--- src/rtl/uart_tx.sv ---
// uart_tx: 8N1 serial transmitter with internal baud divider.
// One byte per start/ready handshake; done pulses at end of stop bit.
module uart_tx #(
  parameter int BAUD = 1250
) (
  input  logic       clk,
  input  logic       rstn,
  input  logic       start,
  input  logic [7:0] data,
  output logic       tx,
  output logic       ready,
  output logic       done
);

  localparam int CW = (BAUD > 2) ? $clog2(BAUD) : 1;
  localparam logic [CW-1:0] TC = CW'(BAUD - 1);

  typedef enum logic [1:0] {
    IDLE  = 2'd0,
    START = 2'd1,
    DATA  = 2'd2,
    STOP  = 2'd3
  } state_e;

  state_e        state_q, state_d;
  logic [CW-1:0] cnt_q, cnt_d;
  logic [3:0]    bit_q, bit_d;
  logic [7:0]    shf_q, shf_d;
  logic          tx_q, tx_d;
  logic          rdy_q, rdy_d;
  logic          done_q, done_d;
  logic          accept;
  logic          tick;

  assign accept = rdy_q & start;
  assign tick   = (state_q != IDLE) && (cnt_q == TC);

  assign tx    = tx_q;
  assign ready = rdy_q;
  assign done  = done_q;

  // State register; reset aborts any frame in flight.
  always_ff @(posedge clk) begin
    if (!rstn) begin
      state_q <= IDLE;
    end else begin
      state_q <= state_d;
    end
  end

  // Next-state: advance one phase per terminal count.
  always_comb begin
    state_d = state_q;
    case (state_q)
      IDLE: begin
        if (accept) state_d = START;
      end
      START: begin
        if (tick) state_d = DATA;
      end
      DATA: begin
        if (tick && bit_q == 4'd7) state_d = STOP;
      end
      STOP: begin
        if (tick) state_d = IDLE;
      end
      default: state_d = IDLE;
    endcase
  end

  // Next values for divider, shifter and the registered outputs.
  always_comb begin
    cnt_d  = cnt_q;
    bit_d  = bit_q;
    shf_d  = shf_q;
    tx_d   = tx_q;
    rdy_d  = rdy_q;
    done_d = 1'b0;

    if (state_q == IDLE) begin
      cnt_d = '0;
    end else if (tick) begin
      cnt_d = '0;
    end else begin
      cnt_d = cnt_q + CW'(1);
    end

    case (state_q)
      IDLE: begin
        tx_d  = 1'b1;
        rdy_d = 1'b1;
        bit_d = 4'd0;
        if (accept) begin
          shf_d = data;
          tx_d  = 1'b0;
          rdy_d = 1'b0;
        end
      end
      START: begin
        if (tick) begin
          tx_d  = shf_q[0];
          bit_d = 4'd0;
        end
      end
      DATA: begin
        if (tick) begin
          shf_d = {1'b0, shf_q[7:1]};
          bit_d = bit_q + 4'd1;
          tx_d  = (bit_q == 4'd7) ? 1'b1 : shf_q[1];
        end
      end
      STOP: begin
        tx_d = 1'b1;
        if (tick) begin
          rdy_d  = 1'b1;
          done_d = 1'b1;
        end
      end
      default: begin
        tx_d  = 1'b1;
        rdy_d = 1'b1;
      end
    endcase
  end

  // Datapath and output registers; tx only ever comes from a flop.
  always_ff @(posedge clk) begin
    if (!rstn) begin
      cnt_q  <= '0;
      bit_q  <= 4'd0;
      shf_q  <= 8'd0;
      tx_q   <= 1'b1;
      rdy_q  <= 1'b1;
      done_q <= 1'b0;
    end else begin
      cnt_q  <= cnt_d;
      bit_q  <= bit_d;
      shf_q  <= shf_d;
      tx_q   <= tx_d;
      rdy_q  <= rdy_d;
      done_q <= done_d;
    end
  end

endmodule

--- config.mk ---
export PLATFORM = sky130hd
export DESIGN_NAME = uart_tx
export DESIGN_NICKNAME = d
export VERILOG_FILES = /design/src/rtl/uart_tx.sv
export SDC_FILE = /design/constraint.sdc
export NUM_CORES = 1
export LEC_CHECK = 0
export BUFFER_PORTS_ARGS = -buffer_cell sky130_fd_sc_hd__buf_2
export CAP_MARGIN = 25
export CORE_MARGIN = 8
export CORE_UTILIZATION = 28
export CTS_CLUSTER_SIZE = 25
export DETAILED_ROUTE_END_ITERATION = 8
export GPL_TIMING_DRIVEN = 1
export SETUP_SLACK_MARGIN = 0.1
export SLEW_MARGIN = 25
export SYNTH_ARGS = -nofsm -noshare
export SYNTH_HDL_FRONTEND = slang
export SYNTH_SLANG_ARGS = --single-unit
--- constraint.sdc ---
create_clock -name clk -period 2.7 [get_ports clk]
set_clock_uncertainty 0.15 [all_clocks]
set_input_delay 0.27 -clock clk [delete_from_list [all_inputs] [get_ports clk]]
set_output_delay 0.27 -clock clk [all_outputs]
set_load 0.05 [all_outputs]
# Yosys cells after proc, flatten, opt, wreduce, memory -nomap -nowiden
# Index checks and enable logic that the tools add are counted.
# classes
n_addsub	2
eq_ne	10
muxes	19
n_bitwise	2
n_reduce_logical	14
# op_table
op	count
$mux 8	2
$pmux 8 s2	1
$pmux 4 s3	1
$add 11x1->11 const B	1
$eq 11x11->1 const B	1
$ne 2x2->1 const B	5
$mux 2	4
$mux 4	2
$pmux 2 s4	1
$mux 1	6
$reduce_and 2->1	3
$reduce_and 3->1	2
$reduce_bool 2->1	3
$add 4x1->4 const B	1
$eq 2x2->1 const B	2
$eq 4x3->1 const B	1
$pmux 1 s4	1
$reduce_and 4->1	1
$reduce_bool 3->1	1
$reduce_or 3->1	1
$eq 2x1->1 const B	1
$logic_and 1x1->1	2
$logic_not 2->1	1
$pmux 1 s2	1
other kinds (2)	2
# word_totals
wordCells	54
ff_bits	28
output_inout_bits	3

# Depth between registers and ports, before layout
# logic_depth
depth_word	5
depth_mapped	8
depth_no_buf	6

# Least setup slack after synthesis
# Ideal clock, no wire load.
# synth_timing
kind	register -> register
start	reg state_q[0]
end	reg shf_q[1]
path_slack_ps	568
arrival_time_ps	1852
stages_incl_launch_ff	8
setup_ps	130
required_ps	2420
n_path_buf	1
path_cell_list	dfxtp_1 inv_1 ha_1 nand4b_1 nor4_4 or2_1 buf_6 a211oi_1
# synth_via
elab_chain_len	4
word_cells_on_any_way	9
cone_classes	eq/ne (3); mux (1); reduce/logical (5)
# synth_lines
item	line_no	rtl
start, declared	25	state_e state_q, state_d;
start signal, assigned	47	state_q <= state_d;
$reduce_bool 2->1	36	assign tick = (state_q != IDLE) && (cnt_q == TC);
$logic_and 1x1->1	36	
$ne 2x2->1 (no source line)	-	
$reduce_and 3->1 (no source line)	-	
end signal, assigned	131	shf_q <= 8'd0;
end signal, assigned	138	shf_q <= shf_d;
end, declared	28	logic [7:0] shf_q, shf_d;
# Parallel ways exist; a longest one is shown, timed or not.
# A chain may end at the register's enable or synchronous reset.

# Worst setup path after layout
# layout_timing
start	reg state_q[0]
end	reg bit_q[2]
# layout_via
elab_chain_len	4
word_cells_on_any_way	10
cone_classes	eq/ne (4); mux (1); reduce/logical (5)
# layout_lines
item	line_no	rtl
$reduce_bool 2->1	36	
$logic_and 1x1->1	36	
$ne 2x2->1 (no source line)	-	
$reduce_and 3->1 (no source line)	-	
end signal, assigned	137	bit_q <= bit_d;
end, declared	27	logic [3:0] bit_q, bit_d;
# Parallel ways exist; a longest one is shown, timed or not.

==> results.toml <==
[worst_hold_path]
min_path_type = "in -> reg"
hold_start = "rstn"

[die]
initial_utilization_pct = 29.2
die_h_um = 89.2
core_area_mm2 = 0.00514
ios = 14
die_w_um = 89.2
die_area_mm2 = 0.00796
row_count = 26

[worst_setup_path]
cp_cell_sequence = "inv_1 > ha_1 > nand4b_1 > nor4_4 > mux2_2 > nor2_1"
critical_path_class = "reg -> reg"
cp.arrival_ns = 2.40
cp.required_ns = 2.77
crit_start = "state_q[0]"
rr_startpoint = "state_q[0]"
cpPeakStageDelay_ns = 0.47
crit_fanout = 6
worstSetupEndpointType = "flip-flop"
worstSetupStartpointType = "flip-flop"
cpMaxStageDelayCell = "nand4b_1"

[grt]
grt_max_degree = 15
track_usage_pct = 8.30
grt_pass1_wl_um = 5200
grt_pass1_vias = 1115
grt_overflow = 0
grt_antenna_before_repair = 0

[layout]
drive_above_1_share_pct = 16.2
postLayoutCoreUtil_pct = 32.5
design_area_mm2 = 0.00167
layout.nets = 194
areaGrowthSynthToFinish_pct = 11.4
n_antenna_cell = 0
final_common_cell = "dfxtp_1"
final_cell_mix = "28 x dfxtp_1, 15 x nor2_1, 13 x buf_2"

[timing]
fin_tns_setup_ns = 0
fin_crit_sh_pct = 86.3
period_minus_slack_ns = 2.33
hold_slack_ns = 0.0889
fmax_ghz = 0.429
drv_slew = 0
slew_headroom_pct = 67.3
worst_slew_pin_slew_ns = 0.491
grt_setup_unrepaired = "false"
setup_viol = 0
hold_violations = 0

[synthesis]
synth_top_cell_by_area = "dfxtp_1"
seq_area_frac_synth_pct = 37.3
async_flop_share_pct = 0
synth_seq_cells = 28
syn_area_mm2 = 0.00150
ys.flop_type = "dfxtp_1"
syn_area_per_cell_um2 = 9.44
synth_fp_nets = 178
synth.distinct_cells = 41
synth_edf_count = 0
syn_inst = 159
yosysWarnings = 0
synth.top_cells.by_area = "dfxtp_1 37%, ha_1 6.7%, mux2i_1 4.7%"
yosysTopAreaCellShare_pct = 37.3

[cts]
numCtsBuffers = 3
clk_pin_slew_ns = 0.09
insertion_delay_ns = 0.27
cts.htree.levels = 1
hold_buffers = 0
clk_path_buf_depth = 2
cts_resized = 0
clock-root-buffer = "clkbuf_8"
clkSinkCount = 28
cts_tree = "done"
post-cts-setup-buffers = 0

[power]
vdd_ir_drop_max_uv = 460
p_total_mw = 1.41
p_leak_nw = 0.605
powerDensity_mw_per_mm2 = 843

[route]
routed_wl_um = 2970
initialDrtViolationCount = 85
ant_nets = 0
num_vias = 1136
viasPerCell = 4.67
first_pass_iters = 4
drc_errors = 0
avgRoutedWirePerCell_um = 12.2

[placement]
dpl.hpwl_um = 2210
io_buffer_count = 13
placed_cell_area_mm2 = 0.00163
place_congestion = 0.782

[run]
maxCapViolCount = 0

[status]
status = "finished clean"
-- where the power goes --
group	switching, mW	internal (mW)
clock network	0.128	0.100
logic	0.373	0.255
registers	0.0586	0.495
-- synth_stat cells (2+ instances only) --
cell type   n
nand2_1     6
xor2_1      5
nand4_1     3
nand4b_1    2
nand3b_1    3
mux2i_1     7
or3_1       2
o21ai_0     4
buf_6       3
a21oi_1     6
dfxtp_1    28
nand3_1     5
inv_1       7
ha_1        8
buf_2       2
xnor2_1     5
nor3_1     11
a22oi_1     2
and3_1      3
a211oi_1    8
nor2b_1     4
nor2_1     15
nor4_4      2
-- per-layer routing --
metal  vias up  wire (um)  GRT usage [%]
li1        602          -              -
met1       508       1550           10.8
met2        21       1260           12.7
met3         5         90           1.10
met4         0         71           4.98
met5         -          0              0
-- worst max-delay path: cells and delay by family (launching register included) --
family        cells  cell delay (ns)
fa+ha+maj         1             0.27
simple gates      3             0.98
flops             1             0.39
mux               1             0.37
buf+inv           1             0.10
-- final cells by class --
type,count,area [um2]
Multi-Input combinational cell,117,855
Inverter,7,26.3
Timing Repair Buffer,18,103
Tap cell,70,87.6
Clock buffer,3,41.3
Fill cell,552,3470
Sequential cell,28,561
-- final timing paths --
| path | depth (start not counted) | slack [ns] | to |
|---|---|---|---|
| setup / recovery | 6 | 0.37 | bit_q[2] |
| hold / removal | 2 | 0.09 | tx |
| setup reg to reg | 6 | 0.37 | bit_q[2] |
| hold reg to reg | 1 | 0.34 | cnt_q[0] |
-- registers in the layout (all words and copies together), names as in the netlist --
name / cells
done: 1
tx: 1
ready: 1
state_q: 2
cnt_q: 11
shf_q: 8
bit_q: 4
-- stage by stage --
step | instances | setup WS [ns]
final | 243 | 0.370
after global routing | 243 | 0.176
after CTS | 243 | 0.378
after detailed placement | 240 | 0.407
after global placement | 240 | 0.468
after floorplan | 159 | 0.568
-- logic make-up (layout without fill, tap and decap cells) --
group	Yosys count	count (layout)	synth area share, %
xor gates and xnor gates	10	10	5.83
AOI/OAI and AO/OA	28	28	14.1
DFF	28	28	37.3
and+or+nand+nor	63	63	24.9
adders and majority gates	8	8	6.67
muxes	8	8	5.42
buffers and inverters	14	28	5.75
No activity file was read; power rests on OpenSTA's default activity.
